## config.mk

```make
export PLATFORM = sky130hd
export DESIGN_NAME = fifo_fwft_sink_flat
export DESIGN_NICKNAME = d
export VERILOG_FILES = /design/src/rtl/fifo_fwft_sink_if.sv /design/src/rtl/fifo_fwft_sink.sv /design/src/flat_wrapper.sv
export SDC_FILE = /design/constraint.sdc
export NUM_CORES = 1
export LEC_CHECK = 0
export BUFFER_PORTS_ARGS = -buffer_cell sky130_fd_sc_hd__buf_2
export CORE_ASPECT_RATIO = 1.75
export CORE_MARGIN = 3
export CORE_UTILIZATION = 60
export CTS_BUF_LIST = sky130_fd_sc_hd__clkbuf_8
export DETAILED_ROUTE_END_ITERATION = 16
export GPL_TIMING_DRIVEN = 0
export PLACE_DENSITY = 0.94
export SLEW_MARGIN = 20
export SYNTH_ARGS = -nofsm -noshare
export SYNTH_HDL_FRONTEND = slang
export SYNTH_SLANG_ARGS = --single-unit
```

## constraint.sdc

```tcl
create_clock -name clk -period 7.6 [get_ports clk]
set_clock_uncertainty 0.05 [all_clocks]
set_input_delay 0.38 -clock clk [delete_from_list [all_inputs] [get_ports clk]]
set_output_delay 0.38 -clock clk [all_outputs]
set_load 0.005 [all_outputs]
```

## src/rtl/fifo_fwft_sink_if.sv

```systemverilog
// FWFT FIFO read port: head word, empty flag, read strobe.
// master = the reader (sink), slave = the FIFO.
interface fifo_fwft_sink_if #(
  parameter int WIDTH = 8
);
  logic [WIDTH-1:0] din;
  logic             empty;
  logic             rden;

  modport master (input din, input empty, output rden);
  modport slave  (output din, output empty, input rden);
endinterface

```

## src/rtl/fifo_fwft_sink.sv

```systemverilog
// fifo_fwft_sink: drains a programmed number of words from a FWFT FIFO.
// Reads are throttled by a 16-bit Galois LFSR compared against a rate
// threshold, an inactivity watchdog aborts stalled blocks.
// Optional data checker: define FIFO_FWFT_SINK_CHECK_EN to compare read data
// against an incrementing pattern starting at expect_base.
module fifo_fwft_sink #(
  parameter int          WIDTH     = 8,
  parameter int          LEN_W     = 16,
  parameter int          RATE_W    = 8,
  parameter int          TIMEOUT_W = 16,
  parameter logic [15:0] LFSR_SEED = 16'hACE1
) (
  input  logic                 clk,
  input  logic                 rst_n,
  fifo_fwft_sink_if.master     fifo,
  input  logic                 start,
  input  logic [LEN_W-1:0]     length,
  input  logic [RATE_W-1:0]    rate,
  input  logic [TIMEOUT_W-1:0] timeout,
  input  logic [WIDTH-1:0]     expect_base,
  output logic                 busy,
  output logic                 done,
  output logic [LEN_W-1:0]     word_count,
  output logic [WIDTH-1:0]     last_data,
  output logic                 err_timeout,
  output logic                 err_data,
  output logic [7:0]           err_count
);

  typedef enum logic {IDLE, READ} state_t;

  state_t               state_q, state_d;
  logic [15:0]          lfsr_q;
  logic [LEN_W-1:0]     len_q;
  logic [RATE_W-1:0]    rate_q;
  logic [TIMEOUT_W-1:0] to_q;
  logic [TIMEOUT_W-1:0] idle_q;

  logic thr_ok, xfer, last_word, wd_hit;
  logic load, zstart, fin, abort;

  assign busy      = (state_q == READ);
  // All-ones rate bypasses the LFSR so full throughput is reachable.
  assign thr_ok    = (&rate_q) | (lfsr_q[RATE_W-1:0] < rate_q);
  assign fifo.rden = busy & thr_ok & ~fifo.empty;
  assign xfer      = fifo.rden;
  assign last_word = (word_count + LEN_W'(1)) == len_q;
  // Watchdog fires only on a stall cycle; a transfer on the same edge wins.
  assign wd_hit    = (to_q != '0) & ~xfer & (idle_q == to_q - TIMEOUT_W'(1));

  // State register
  always_ff @(posedge clk or negedge rst_n) begin
    if (!rst_n) state_q <= IDLE;
    else        state_q <= state_d;
  end

  // Next-state and block-control strobes
  always_comb begin
    state_d = state_q;
    load    = 1'b0;
    zstart  = 1'b0;
    fin     = 1'b0;
    abort   = 1'b0;
    case (state_q)
      IDLE: begin
        if (start) begin
          if (length != '0) begin
            load    = 1'b1;
            state_d = READ;
          end else begin
            zstart  = 1'b1;
          end
        end
      end
      READ: begin
        if (xfer && last_word) begin
          fin     = 1'b1;
          state_d = IDLE;
        end else if (wd_hit) begin
          abort   = 1'b1;
          state_d = IDLE;
        end
      end
      default: state_d = IDLE;
    endcase
  end

  // Throttle LFSR: x^16+x^14+x^13+x^11+1, steps only while a block runs
  always_ff @(posedge clk or negedge rst_n) begin
    if (!rst_n)    lfsr_q <= LFSR_SEED;
    else if (busy) lfsr_q <= {1'b0, lfsr_q[15:1]} ^ (lfsr_q[0] ? 16'hB400 : 16'h0000);
  end

  // Block parameters captured at start
  always_ff @(posedge clk or negedge rst_n) begin
    if (!rst_n) begin
      len_q  <= '0;
      rate_q <= '0;
      to_q   <= '0;
    end else if (load) begin
      len_q  <= length;
      rate_q <= rate;
      to_q   <= timeout;
    end
  end

  // Transfer bookkeeping and inactivity counter
  always_ff @(posedge clk or negedge rst_n) begin
    if (!rst_n) begin
      word_count <= '0;
      last_data  <= '0;
      idle_q     <= '0;
    end else if (load || zstart) begin
      word_count <= '0;
      idle_q     <= '0;
    end else if (xfer) begin
      word_count <= word_count + LEN_W'(1);
      last_data  <= fifo.din;
      idle_q     <= '0;
    end else if (busy) begin
      idle_q     <= idle_q + TIMEOUT_W'(1);
    end
  end

  // Completion pulse and watchdog flag
  always_ff @(posedge clk or negedge rst_n) begin
    if (!rst_n) begin
      done        <= 1'b0;
      err_timeout <= 1'b0;
    end else begin
      done <= fin | abort | zstart;
      if (load || zstart) err_timeout <= 1'b0;
      else if (abort)     err_timeout <= 1'b1;
    end
  end

`ifdef FIFO_FWFT_SINK_CHECK_EN
  logic [WIDTH-1:0] exp_q;
  logic             miss;

  assign miss = xfer & (fifo.din != exp_q);

  // Reference pattern and sticky mismatch tracking
  always_ff @(posedge clk or negedge rst_n) begin
    if (!rst_n) begin
      exp_q     <= '0;
      err_data  <= 1'b0;
      err_count <= '0;
    end else if (load || zstart) begin
      exp_q     <= expect_base;
      err_data  <= 1'b0;
      err_count <= '0;
    end else begin
      if (xfer) exp_q <= exp_q + WIDTH'(1);
      if (miss) begin
        err_data <= 1'b1;
        if (err_count != 8'hFF) err_count <= err_count + 8'd1;
      end
    end
  end
`else
  logic unused_expect_base;
  assign unused_expect_base = ^expect_base;
  assign err_data  = 1'b0;
  assign err_count = '0;
`endif

endmodule

```

## src/flat_wrapper.sv

```systemverilog
// flat-port wrapper written by rule: the top's interface ports become plain ports
module fifo_fwft_sink_flat 
#(
  parameter int          WIDTH     = 8,
  parameter int          LEN_W     = 16,
  parameter int          RATE_W    = 8,
  parameter int          TIMEOUT_W = 16,
  parameter logic [15:0] LFSR_SEED = 16'hACE1
)
  (clk, rst_n, start, length, rate, timeout, expect_base, busy, done, word_count, last_data, err_timeout, err_data, err_count, fifo_din, fifo_empty, fifo_rden);
  fifo_fwft_sink_if #(.WIDTH(WIDTH)) fifo_i ();
  input  logic clk;
  input  logic rst_n;
  input  logic start;
  input  logic [LEN_W-1:0] length;
  input  logic [RATE_W-1:0] rate;
  input  logic [TIMEOUT_W-1:0] timeout;
  input  logic [WIDTH-1:0] expect_base;
  output logic busy;
  output logic done;
  output logic [LEN_W-1:0] word_count;
  output logic [WIDTH-1:0] last_data;
  output logic err_timeout;
  output logic err_data;
  output logic [7:0] err_count;
  input wire logic [$bits(fifo_i.din)-1:0] fifo_din;
  input wire logic [$bits(fifo_i.empty)-1:0] fifo_empty;
  output wire logic [$bits(fifo_i.rden)-1:0] fifo_rden;
  assign fifo_i.din = fifo_din;
  assign fifo_i.empty = fifo_empty;
  assign fifo_rden = fifo_i.rden;
  fifo_fwft_sink #(.WIDTH(WIDTH), .LEN_W(LEN_W), .RATE_W(RATE_W), .TIMEOUT_W(TIMEOUT_W), .LFSR_SEED(LFSR_SEED)) u_core (.clk(clk), .rst_n(rst_n), .fifo(fifo_i), .start(start), .length(length), .rate(rate), .timeout(timeout), .expect_base(expect_base), .busy(busy), .done(done), .word_count(word_count), .last_data(last_data), .err_timeout(err_timeout), .err_data(err_data), .err_count(err_count));
endmodule
```

---- Yosys cells after proc, flatten, opt, wreduce, memory -nomap -nowiden ----
Index checks and enable logic that the tools add are counted.
operators by class
  mux-type cells .......................... 22
  magnitude comparators ................... 1
  eq/ne operators ......................... 2
  reduce and logical (&&, ||, !) cells .... 9
  add/sub/neg operators ................... 3
  bitwise gates (word level) .............. 12
operator list
  cell                     number
  $mux W16                 6
  $add A16 B1 Y16 const B  2
  $eq A16 B16 Y1           2
  $reduce_bool A16 Y1      2
  $sub A16 B1 Y16 const B  1
  $xor A15 B16 Y16         1
  $mux W1                  15
  $lt A8 B8 Y1             1
  $reduce_and A8 Y1        1
  $and A1 B1 Y1            4
  $not A1 Y1               4
  $reduce_bool A2 Y1       2
  $or A1 B1 Y1             3
  $reduce_bool A3 Y1       1
  $pmux W1 S2              1
  $reduce_and A2 Y1        1
  $logic_and A1 B1 Y1      1
  $logic_or A1 B1 Y1       1
word-level totals
  bits of input ports ..................... 60
  flip-flop bits (word level) ............. 99
  logic and storage cells ................. 59
  output and inout bits ................... 37

---- Depth between registers and ports, before layout ----
Gate-level depths: netlist of the first run.
  word-level depth ........................ 12
  depth in mapped cells ................... 11

---- Worst setup path after synthesis of the first run ----
OpenSTA, ideal clock, no wires.
  path kind ............................... register to register
  from .................................... register u_core.word_count[0]
  to ...................................... register u_core.state_q (netlist: u_core.busy)
  path slack .............................. 4.788 ns
  period minus slack after synthesis ...... 2.812 ns
  stages on the path, launching flop included .. 9
  required time ........................... 7.430 ns
  path buffers ............................ 0
  arrival ................................. 2.642 ns
  path through ............................ dfrtp_1 > ha_1 > nand3_2 > or4_2 > xnor2_1 > nor2_1 > nand4_1 > or4_4 > a31o_1
on the way
  word-level cells in the longest chain between the ends .. 5
ends and longest elaborated chain
  what                      line                   RTL
  from (decl)               fifo_fwft_sink.sv:23   output logic [LEN_W-1:0] word_count,
  from (signal assigned)    fifo_fwft_sink.sv:117  word_count <= word_count + LEN_W'(1);
  $add A16 B1 Y16           fifo_fwft_sink.sv:47   assign last_word = (word_count + LEN_W'(1)) == len_q;
  $eq A16 B16 Y1            fifo_fwft_sink.sv:47
  $logic_and A1 B1 Y1       fifo_fwft_sink.sv:76   if (xfer && last_word) begin
  $mux W1                   fifo_fwft_sink.sv:76
  $pmux W1 S2               fifo_fwft_sink.sv:64   case (state_q)
  named net u_core.state_d  fifo_fwft_sink.sv:32   state_t state_q, state_d;
  to (signal assigned)      fifo_fwft_sink.sv:54   else state_q <= state_d;
  to (decl)                 fifo_fwft_sink.sv:32
The timed path passes the listed nets, and every way through them passes these cells.
A chain may end at the register's enable or synchronous reset.

---- Worst setup path in the final report of the first run ----
  from .................................... register u_core.lfsr_q[5]
  to ...................................... output fifo_rden
on the way
  word-level cells in the longest chain between the ends .. 4
ends and longest elaborated chain
  what                        line                  RTL
  from (decl)                 fifo_fwft_sink.sv:33  logic [15:0] lfsr_q;
  from (signal assigned)      fifo_fwft_sink.sv:91  else if (busy) lfsr_q <= {1'b0, lfsr_q[15:1]} ^ (lfsr_q[0] ? 16'hB400 : 16'h0000);
  $lt A8 B8 Y1                fifo_fwft_sink.sv:44  assign thr_ok = (&rate_q) | (lfsr_q[RATE_W-1:0] < rate_q);
  $or A1 B1 Y1                fifo_fwft_sink.sv:44
  $and A1 B1 Y1 (2 in a row)  fifo_fwft_sink.sv:45  assign fifo.rden = busy & thr_ok & ~fifo.empty;
  to (decl)                   flat_wrapper.sv:28    output wire logic [$bits(fifo_i.rden)-1:0] fifo_rden;
No other way between the ends.

==> results of run 1 <==
layer usage:
| metal | track usage | routed length, um | vias up |
|---|---|---|---|
| met5 | 0 | 0 | - |
| li1 | - | - | 2124 |
| met4 | 0.159 | 681 | 0 |
| met3 | 0.0447 | 706 | 67 |
| met1 | 0.270 | 4630 | 2215 |
| met2 | 0.484 | 7390 | 206 |
registers in the layout (all words and copies together) (netlist names):
signal              count
u_core.busy             1
u_core.last_data        8
u_core.err_timeout      1
u_core.to_q            16
u_core.len_q           16
u_core.lfsr_q          16
u_core.idle_q          16
u_core.done             1
u_core.rate_q           8
u_core.word_count      16
area by class of cell:
type / instances / area [um2]
fill: 625 / 2420
multi-input combinational: 403 / 2850
sequential: 99 / 2490
clock buffer: 10 / 138
timing repair buffer: 81 / 439
buffer: 37 / 201
clock inverter: 6 / 88.8
tap: 117 / 146
inverter: 19 / 71.3
layout by cell type (no fill, tap or decap), types with 13 or more instances in the layout:
master,instances
sky130_fd_sc_hd__nand2_1,51
sky130_fd_sc_hd__clkbuf_1,19
sky130_fd_sc_hd__inv_1,20
sky130_fd_sc_hd__nand3_1,13
sky130_fd_sc_hd__o21ai_0,35
sky130_fd_sc_hd__nor2_1,42
sky130_fd_sc_hd__buf_2,82
sky130_fd_sc_hd__xor2_1,19
sky130_fd_sc_hd__mux2_2,45
sky130_fd_sc_hd__dfrtp_1,91
sky130_fd_sc_hd__xnor2_1,38
synth_stat cells (all sizes together), types with 3 or more instances:
cell / number / area share
nand4: 14 / 0.021
or3: 5 / 0.0056
dfrtp: 91 / 0.41
and3: 7 / 0.0079
mux2i: 3 / 0.0054
nand2b: 8 / 0.0090
xnor2: 38 / 0.060
a21o: 6 / 0.0081
mux2: 45 / 0.091
clkbuf: 20 / 0.014
a211oi: 6 / 0.0081
o2bb2ai: 4 / 0.0063
nand2: 51 / 0.034
nand3: 15 / 0.015
a21oi: 12 / 0.011
inv: 19 / 0.013
buf: 17 / 0.022
or4: 4 / 0.0070
o31ai: 4 / 0.0054
o211ai: 3 / 0.0040
nor3: 9 / 0.013
ha: 11 / 0.025
nor4: 17 / 0.026
o21ai: 36 / 0.032
nor2: 42 / 0.028
a22o: 5 / 0.0081
nor3b: 4 / 0.0054
xor2: 19 / 0.030
dfstp: 8 / 0.038
cell families after synthesis:
group / after synthesis
muxes: 48
adders and majority gates: 11
DFF: 99
xor gates and xnor gates: 57
other: 1
AOI/OAI and AO/OA: 92
and+or+nand+nor: 186
buffers and inverters: 56
per-stage QoR:
stage                     hold slack [ns]   util
after global placement              0.395  0.696
after CTS                           0.134  0.726
after floorplan                    0.0344      -
after detailed placement            0.269  0.699
final                               0.144  0.726
after global routing                0.149  0.726
worst max-delay path, stage by stage, from the launching register on:
cell	delay [ns]
sky130_fd_sc_hd__dfstp_2	0.55
sky130_fd_sc_hd__ha_1	0.24
sky130_fd_sc_hd__a21o_1	0.18
sky130_fd_sc_hd__a21o_1	0.18
sky130_fd_sc_hd__a211oi_1	0.20
sky130_fd_sc_hd__o21ai_0	0.22
sky130_fd_sc_hd__and2_0	0.29
sky130_fd_sc_hd__inv_1	0.13
sky130_fd_sc_hd__clkbuf_1	0.41
sky130_fd_sc_hd__buf_2	0.21
final timing paths:
path | start | endpoint | slack [ns] | depth (start not counted)
max in group asynchronous | rst_n | u_core.lfsr_q[7]$_DFFE_PN1P_ | 6.42 | 3
setup reg to reg | u_core.word_count[0]$_DFFE_PN0P_ | u_core.busy$_DFF_PN0_ | 4.47 | 8
hold / removal | fifo_din[0] | u_core.last_data[0]$_DFFE_PN0P_ | 0.14 | 3
min in group asynchronous | rst_n | u_core.word_count[5]$_DFFE_PN0P_ | 0.42 | 2
hold reg to reg | u_core.last_data[0]$_DFFE_PN0P_ | u_core.last_data[0]$_DFFE_PN0P_ | 0.42 | 2
setup / recovery | u_core.lfsr_q[5]$_DFFE_PN1P_ | fifo_rden | 4.17 | 9
power by group through the flow:
stage	combinational [mW]	sequential (mW)	clock, mW
final	0.794	0.875	0.381
after global routing	0.881	0.896	0.406
after CTS	0.794	0.871	0.385
after detailed placement	0.781	0.879	0
after global placement	0.738	0.861	0
after floorplan	0.571	0.840	0
==> flow_summary.toml, run 1 <==
[synth]
netlist-cell-type-count = 65
synth_top_family_by_area = "simple AND/OR/NAND/NOR gates"
synth-simple-area-share = 0.187
synth_sequential_area_ratio = 0.446
count_of_flip_flops_with_a_built_in_enable_after_synthesis = 0
syn_inst = 550
synthAdderAreaFrac = 0.0247
yosys.area_share.xor_xnor = 0.0895
synth.avg_cell_area_um2 = 10.1
async_flop_share = 1.00
synth.area.mux_share = 0.0963
synth_area_um2 = 5580
post_synthesis_compound_gate_area_fraction = 0.107
ys.flop_type = "sky130_fd_sc_hd__dfrtp_1"
synth.ff_latch_count = 99
synth_warnings = 0

[final_layout]
postLayoutCellArea_um2 = 6420
area_delta_synth_final_pct = 15.1
post_layout_nonfiller_instances = 772
num_antenna_cells = 0
drive_above_1_share = 0.281
finalNetCount = 721

[run]
drv_cap = 0

[pwr]
power.leakage_nw = 2.88
clk_network_pwr_share = 0.186
p_total_mw = 2.05
p_int_mw = 1.28
power.net_switching_uw = 771
p_sw_frac = 0.376
pwr-share-comb = 0.387
seq_power_share = 0.427
vdd_drop_max_v = 0.000181
power.density_nw_per_um2 = 319

[clock_network]
clock_sink_count = 99
post_cts_resized = 0
cts_tree = "yes"
clock_insertion_delay_worst_skew_ns = 0.38
cts.hold.buffers_added = 1
ctsHtreeMaxLevel = 3
cts_root_buf = "sky130_fd_sc_hd__clkbuf_8"
numCtsBuffers = 9
clock_slew_at_the_register_clock_pins_of_the_worst_setup_and_hold_paths_ns = 0.10
cts-root-to-sink-buffers = 2
cts_setup_buffers = 0

[global_routing]
grt_max_degree = 58
grt_pass1_wl_um = 21800
number_of_global_route_vias_before_repair = 4626
grt-ovfl-total = 0
grt_antenna_before_repair = 0
global_route.usage.total = 0.263

[timing]
post-route-min-period_ns = 3.43
maxSlewHeadroom = 0.503
setup-tns-final_ns = 0
final-setup-viol-count = 0
fmax_ghz = 0.292
unrepaired_setup_endpoints_after_global_routing = "no"
max_slew.worst_pin.slew_ns = 0.740
hold_viol_final = 0
postLayoutSetupSlackWorst_ns = 4.17
post-route-period-util = 0.451
drv_slew = 0

[floorplan]
floorplan_die_width_um = 78.9
design.die.area_um2 = 10500
floorplan.die.height_um = 134
core_region_area_um2 = 8840
num_io_pins = 97
initial_core_util = 0.631
floorplan.rows = 45

[placed_design]
placed_cell_area_um2 = 6180
routabilityCongestion = 0.985
numPlacedInstances = 755
place_ws_ns = 4.50
place_hpwl_um = 10100
place.port_buffers = 79

[detailed_routing]
routed_wire_length_per_instance_um = 17.4
wl_um = 13400
num_vias = 4612
drc = 0
drt_pre_antenna_iters = 5
detail_route.vias_per_cell = 5.97
antenna_violating_nets_post_route = 0
drt_first_iter_violations = 275

[setup_path]
timing.setup.critical_path_class = "flip-flop to output pin"
setup.worst_path.end_class = "output pin"
crit_path_start_kind = "flip-flop"
worstPathRequired_ns = 7.17
critPathArrivalTime_ns = 3.00
timing.critical_path.fanout_max = 10

[run_status]
result_of_the_run = "complete, no violations"

[min_path]
worst_hold_path_type = "input pin to flip-flop"
(Power assumes the default switching activity.)
==> run 2, diff against run 1 <==
ABC_AREA = 1   (was default)
CORE_UTILIZATION = 53   (was 60)
PLACE_DENSITY = 0.88   (was 0.94)
clock period = 2.75 ns   (was 7.6 ns; I/O delays follow)
==> flow_summary.toml, run 2 <==
[synth]
synthTopCellsByCount = "sky130_fd_sc_hd__nand2_1 (218), sky130_fd_sc_hd__nor2_1 (103), sky130_fd_sc_hd__dfrtp_1 (91), sky130_fd_sc_hd__inv_1 (85), sky130_fd_sc_hd__nand3_1 (49)"
synth_top_cell_by_area = "sky130_fd_sc_hd__dfrtp_1"
yosys.cell_count.top_type = "sky130_fd_sc_hd__nand2_1"
syn_inst = 794
count_of_flip_flops_with_a_built_in_enable_after_synthesis = 0
synth_sequential_area_ratio = 0.419
synth.ff_latch_count = 99
synth.area.top_cells = "sky130_fd_sc_hd__dfrtp_1 (38%), sky130_fd_sc_hd__nand2_1 (14%), sky130_fd_sc_hd__nor2_1 (6.5%)"
ys.flop_type = "sky130_fd_sc_hd__dfrtp_1"
yosysTopAreaCellShare = 0.384
netlist-cell-type-count = 43
synth.avg_cell_area_um2 = 7.47
synth_warnings = 0
synth_area_um2 = 5930
async_flop_share = 1.00

[clock_network]
numCtsBuffers = 9
ctsHtreeMaxLevel = 3
cts_root_buf = "sky130_fd_sc_hd__clkbuf_8"
clock_sink_count = 99
cts-root-to-sink-buffers = 2
clock_insertion_delay_worst_skew_ns = 0.38
clock_slew_at_the_register_clock_pins_of_the_worst_setup_and_hold_paths_ns = 0.10
cts_tree = "yes"

[timing]
hold_viol_final = 1
final-setup-viol-count = 0
fmax_ghz = 0.387
postLayoutSetupSlackWorst_ns = 0.163
drv_slew = 0
unrepaired_setup_endpoints_after_global_routing = "no"
post-route-min-period_ns = 2.59
post-route-period-util = 0.941
setup-tns-final_ns = 0
whs_ns = -0.000493

[pwr]
pwr-share-comb = 0.360
vdd_drop_max_v = 0.000354
clk_network_pwr_share = 0.196
power.density_nw_per_um2 = 652
seq_power_share = 0.444
p_sw_frac = 0.398
power.leakage_nw = 3.70
p_int_mw = 2.83
p_total_mw = 4.71
power.net_switching_mw = 1.87

[floorplan]
num_io_pins = 97
core_region_area_um2 = 10800
floorplan_die_width_um = 86.0
design.die.area_um2 = 12600
initial_core_util = 0.548
floorplan.rows = 50
floorplan.die.height_um = 146

[final_layout]
drive_above_1_share = 0.178
mostFrequentLayoutCells = "sky130_fd_sc_hd__nand2_1 (218), sky130_fd_sc_hd__nor2_1 (103), sky130_fd_sc_hd__dfrtp_1 (91)"
finalNetCount = 1011
area_delta_synth_final_pct = 21.6
final_common_cell = "sky130_fd_sc_hd__nand2_1"
post_layout_nonfiller_instances = 1075
postLayoutCellArea_um2 = 7220
num_antenna_cells = 0

[setup_path]
worstPathRequired_ns = 2.56
timing.setup.critical_path_class = "flip-flop to output pin"
rr_startpoint = "u_core.to_q[0]$_DFFE_PN0P_"
timing.critical_path.buf_inv = 3
critical_path.reg2reg.endpoint = "u_core.busy$_DFF_PN0_"
ff2ff_setup_slack_ns = 0.48
critPathArrivalTime_ns = 2.40
critPathSlowestCell = "sky130_fd_sc_hd__dfstp_2"
setup.worst_path.end_class = "output pin"
timing.critical_path.fanout_max = 10
critPathTopFamily = "buffers and inverters"
crit_path_max_incr_delay_ns = 0.57
crit_path_start_kind = "flip-flop"
crit_chain = "ha_1 -> a21oi_1 -> o21a_1 -> nand2_1 -> nand2_1 -> nand2_2 -> clkinvlp_4 -> buf_2 -> buf_2"
stages_on_worst_setup_path = 9
timing.reg2reg.worst_path_depth = 12

[detailed_routing]
drt_pre_antenna_iters = 5
detail_route.vias_per_cell = 5.36
num_vias = 5762
routed_wire_length_per_instance_um = 15.1
drc = 0
wl_um = 16200
drt_first_iter_violations = 371
antenna_violating_nets_post_route = 0

[min_path]
hp-start = "length[11]"
hold_end = "u_core.len_q[11]$_DFFE_PN0P_"
worst_hold_path_type = "input pin to flip-flop"
worstHoldPathCells = 3

[global_routing]
grt_pass1_wl_um = 26600
grt-ovfl-total = 0
grt_max_degree = 67
global_route.usage.total = 0.268
grt_antenna_before_repair = 0
number_of_global_route_vias_before_repair = 5720

[run]
drv_cap = 0

[placed_design]
numPlacedInstances = 1012
routabilityCongestion = 0.998
placed_cell_area_um2 = 6560
place_ws_ns = 0.541
place_hpwl_um = 12200
place.port_buffers = 79

[run_status]
result_of_the_run = "finished, violations left"
violations = "hold timing"
-- run 2: cell count changes in the layout (fill, tap and decap cells not counted), sizes merged, moves of 11 or more --
cell,before,now
xnor2,38,11
inv,21,89
clkbuf,30,16
nor2,42,112
dlygate4sd3,1,47
a21oi,12,36
nand2,51,233
mux2,45,9
nand3,15,53
nor4,17,6
-- run 2: power groups by stage --
stage          registers, mW  logic (mW)  clock network [mW]
2_1_floorplan           2.03        1.18                   0
3_3_place_gp            2.09        1.56                   0
3_5_place_dp            2.11        1.62                   0
4_1_cts                 2.08        1.68               0.932
5_1_grt                 2.14        1.93               0.981
6_report                2.09        1.70               0.921
-- run 2: cell type report --
type	count	area [um2]
Buffer	27	158
Clock buffer	11	151
Clock inverter	5	35.0
Fill cell	934	3610
Inverter	88	335
Multi-Input combinational cell	588	2990
Sequential cell	99	2490
Tap cell	130	163
Timing Repair Buffer	127	900
-- run 2: through the flow --
| step | util | hold slack, ns |
|---|---|---|
| finish | 0.667 | -0.000493 |
| global placement | 0.603 | 0.281 |
| global route | 0.667 | 0.00844 |
| floorplan | - | -0.208 |
| CTS | 0.666 | 0.000674 |
| detailed placement | 0.606 | 0.00134 |
-- run 2: cells by family (layout without fill, tap and decap cells) --
group                    count (synthesis)  count (layout)  share of synthesized area
adder cells (fa/ha/maj)                 11              11                     0.0232
other                                    1               9                   0.000632
buffers and inverters                  115             258                     0.0824
flip-flops                              99              99                      0.419
AND/OR/NAND/NOR                        445             445                      0.334
AO/OA/AOI/OAI                           82              82                     0.0742
XOR/XNOR                                32              32                     0.0495
multiplexers                             9               9                     0.0171
-- run 2: worst register-to-register path, stage by stage, from the launching register on --
cell and delay [ns]:
sky130_fd_sc_hd__dfrtp_1 0.41, sky130_fd_sc_hd__inv_1 0.16, sky130_fd_sc_hd__ha_1 0.27, sky130_fd_sc_hd__nand2_2 0.13
sky130_fd_sc_hd__nor2_1 0.26, sky130_fd_sc_hd__nand2_1 0.10, sky130_fd_sc_hd__xor2_1 0.18, sky130_fd_sc_hd__nor2_1 0.12
sky130_fd_sc_hd__nand2_1 0.08, sky130_fd_sc_hd__nor2_1 0.16, sky130_fd_sc_hd__nand3_1 0.11, sky130_fd_sc_hd__nand3_1 0.10
sky130_fd_sc_hd__nand2_1 0.05
-- run 2: timing repair --
item	CTS	global route
setup endpoints to repair	0	1
hold buffers	46	1
resized for setup	0	1
setup buffers	0	0
endpoints found under the hold margin	136	1
-- run 2: worst max path at each step --
stage | endpoint | startpoint | slack, ns
2_1_floorplan | u_core.word_count[15]$_DFFE_PN0P_ | u_core.lfsr_q[7]$_DFFE_PN1P_ | 0.91
3_3_place_gp | u_core.last_data[0]$_DFFE_PN0P_ | rst_n | 0.46
3_5_place_dp | fifo_rden | u_core.lfsr_q[0]$_DFFE_PN1P_ | 0.54
4_1_cts | fifo_rden | u_core.lfsr_q[0]$_DFFE_PN1P_ | 0.1
5_1_grt | fifo_rden | u_core.lfsr_q[5]$_DFFE_PN1P_ | 0.02
6_report | fifo_rden | u_core.lfsr_q[7]$_DFFE_PN1P_ | 0.16
-- run 2: routing by layer --
layer / track usage / wire [um] / share of wire
met5: 0 / 0 / 0
met3: 0.0278 / 701 / 0.043
met2: 0.500 / 8940 / 0.55
met1: 0.278 / 5740 / 0.35
met4: 0.157 / 823 / 0.051
==> run 3, diff against run 2 <==
PLACE_DENSITY = 0.79   (was 0.88)
==> flow_summary.toml, run 3 (same netlist as run 2, synthesis figures left out) <==
[setup_path]
timing.critical_path.fanout_max = 10
crit_path_start_kind = "flip-flop"
worst_path_most_repeated_cell = "sky130_fd_sc_hd__nand2_1"
critPathSlowestCell = "sky130_fd_sc_hd__dfstp_2"
timing.reg2reg.worst_path_depth = 10
critPathArrivalTime_ns = 2.44
worstPathRequired_ns = 2.56
crit_path_max_incr_delay_ns = 0.53
critPathTopFamily = "buffers and inverters"
timing.critical_path.buf_inv = 4
setup.worst_path.end_class = "output pin"
timing.setup.critical_path_class = "flip-flop to output pin"
crit_chain = "buf_2 -> o21ai_1 -> nand2_1 -> nand3_1 -> nand2_1 -> nand2_1 -> nand2_1 -> nand2_1 -> nand2_2 -> clkinvlp_4 -> buf_2 -> buf_2"
stages_on_worst_setup_path = 12

[pwr]
p_int_mw = 2.96
p_sw_frac = 0.386
pwr-share-comb = 0.351
power.leakage_nw = 3.70
p_total_mw = 4.82
vdd_drop_max_v = 0.000434
seq_power_share = 0.434
clk_network_pwr_share = 0.215
power.net_switching_mw = 1.86
power.density_nw_per_um2 = 667

[global_routing]
busiest_layer = "met2"
grt_max_degree = 65
global_route.usage.total = 0.273
number_of_global_route_vias_before_repair = 5903
grtUsageMet1 = 0.263
grt_pass1_wl_um = 26900
grt-ovfl-total = 0
global_route_met3_usage = 0.0346
globalRouteMet2Util = 0.509
grt_antenna_before_repair = 0

[clock_network]
clock_insertion_delay_worst_skew_ns = 0.37
clock_slew_at_the_register_clock_pins_of_the_worst_setup_and_hold_paths_ns = 0.09
cts-root-to-sink-buffers = 2
clock_sink_count = 99
cts_root_buf = "sky130_fd_sc_hd__clkbuf_8"
cts_tree = "yes"
ctsHtreeMaxLevel = 3
numCtsBuffers = 9

[floorplan]
floorplan.die.height_um = 146
initial_core_util = 0.548
core_region_area_um2 = 10800
design.die.area_um2 = 12600
floorplan_die_width_um = 86.0
num_io_pins = 97
floorplan.rows = 50

[timing]
drv_slew = 0
final-setup-viol-count = 0
post-route-min-period_ns = 2.63
fmax_ghz = 0.381
setup-tns-final_ns = 0
maxSlewHeadroom = 0.569
unrepaired_setup_endpoints_after_global_routing = "no"
max_slew.worst_pin.slew_ns = 0.640
post-route-period-util = 0.956
hold_viol_final = 0

[detailed_routing]
wl_um = 16300
drc = 0
drt_pre_antenna_iters = 5
num_vias = 5642
detail_route.vias_per_cell = 5.26
routed_wire_length_per_instance_um = 15.2
antenna_violating_nets_post_route = 0
drt_first_iter_violations = 308

[final_layout]
mostFrequentLayoutCells = "sky130_fd_sc_hd__nand2_1 (218), sky130_fd_sc_hd__nor2_1 (103), sky130_fd_sc_hd__dfrtp_1 (91)"
area_delta_synth_final_pct = 21.8
num_antenna_cells = 0
finalNetCount = 1009
final_common_cell = "sky130_fd_sc_hd__nand2_1"
drive_above_1_share = 0.177

[min_path]
worst_hold_path_type = "input pin to flip-flop"
worstHoldPathCells = 3

[run_status]
result_of_the_run = "complete, no violations"

[placed_design]
place_hpwl_um = 12100
place.port_buffers = 79
routabilityCongestion = 0.949

[run]
drv_cap = 0
[run 3: changes by cell type in the layout (fill, tap and decap cells not counted), sizes merged]
cell,delta
bufinv,+2
clkbuf,-2
clkinv,-1
clkinvlp,+1
dlygate4sd3,-2
[run 3: metrics by stage]
step / utilization / instance area (um2) / setup slack (ns) / hold WS, ns / std cells
after floorplan: - / 5960 / 0.909 / -0.208 / 802
after global placement: 0.603 / 6520 / 0.431 / 0.283 / 1011
after detailed placement: 0.606 / 6560 / 0.465 / 0.0106 / 1012
after CTS: 0.667 / 7220 / 0.0458 / 0.00192 / 1073
after global routing: 0.668 / 7230 / 0.0140 / 0.00917 / 1073
final: 0.668 / 7230 / 0.122 / 0.00940 / 1073
[run 3: worst paths after layout]
check / startpoint / to / slack, ns
max: u_core.lfsr_q[0]$_DFFE_PN1P_ / fifo_rden / 0.12
min: length[11] / u_core.len_q[11]$_DFFE_PN0P_ / 0.009
max reg2reg: u_core.lfsr_q[7]$_DFFE_PN1P_ / u_core.word_count[15]$_DFFE_PN0P_ / 0.53
min reg2reg: u_core.last_data[7]$_DFFE_PN0P_ / u_core.last_data[7]$_DFFE_PN0P_ / 0.43
max in group asynchronous: rst_n / u_core.lfsr_q[13]$_DFFE_PN1P_ / 1.79
min in group asynchronous: rst_n / u_core.to_q[7]$_DFFE_PN0P_ / 0.17
[run 3: what timing repair did]
item,4_1_cts,5_1_grt
hold endpoints to repair,97,0
setup endpoints to repair,0,1
hold buffers,45,0
resized for setup,0,1
setup buffers,0,0
[run 3: cell type report]
type	count	area, um2
fillers	929	3600
multi-input cells	588	2990
flip-flops and latches	99	2490
repair buffers	125	880
inverters	88	335
well taps	130	163
plain buffers	27	158
clock buffers	9	124
clock inverters	7	92.6
[run 3: per-layer routing]
metal,part of all wire,vias to the layer above
met5,0,-
met4,0.067,0
met3,0.038,69
met2,0.54,175
met1,0.35,2584
li1,-,2814
[run 3: power groups by stage]
stage | sequential (mW) | combinational, mW | clock, mW
floorplan | 2.03 | 1.18 | 0
global placement | 2.10 | 1.59 | 0
detailed placement | 2.11 | 1.63 | 0
CTS | 2.08 | 1.68 | 1.05
global route | 2.13 | 1.93 | 1.11
finish | 2.09 | 1.69 | 1.04
[run 3: worst register-to-register path, stage by stage (launching register included)]
cell and delay, ns:
sky130_fd_sc_hd__dfstp_2 0.56, sky130_fd_sc_hd__ha_1 0.24, sky130_fd_sc_hd__a21oi_1 0.15, sky130_fd_sc_hd__o21a_1 0.13, sky130_fd_sc_hd__nand2_1 0.05, sky130_fd_sc_hd__nand2_1 0.09
sky130_fd_sc_hd__nand2_2 0.16, sky130_fd_sc_hd__o21ai_1 0.15, sky130_fd_sc_hd__buf_4 0.23, sky130_fd_sc_hd__buf_4 0.21, sky130_fd_sc_hd__o22ai_1 0.08
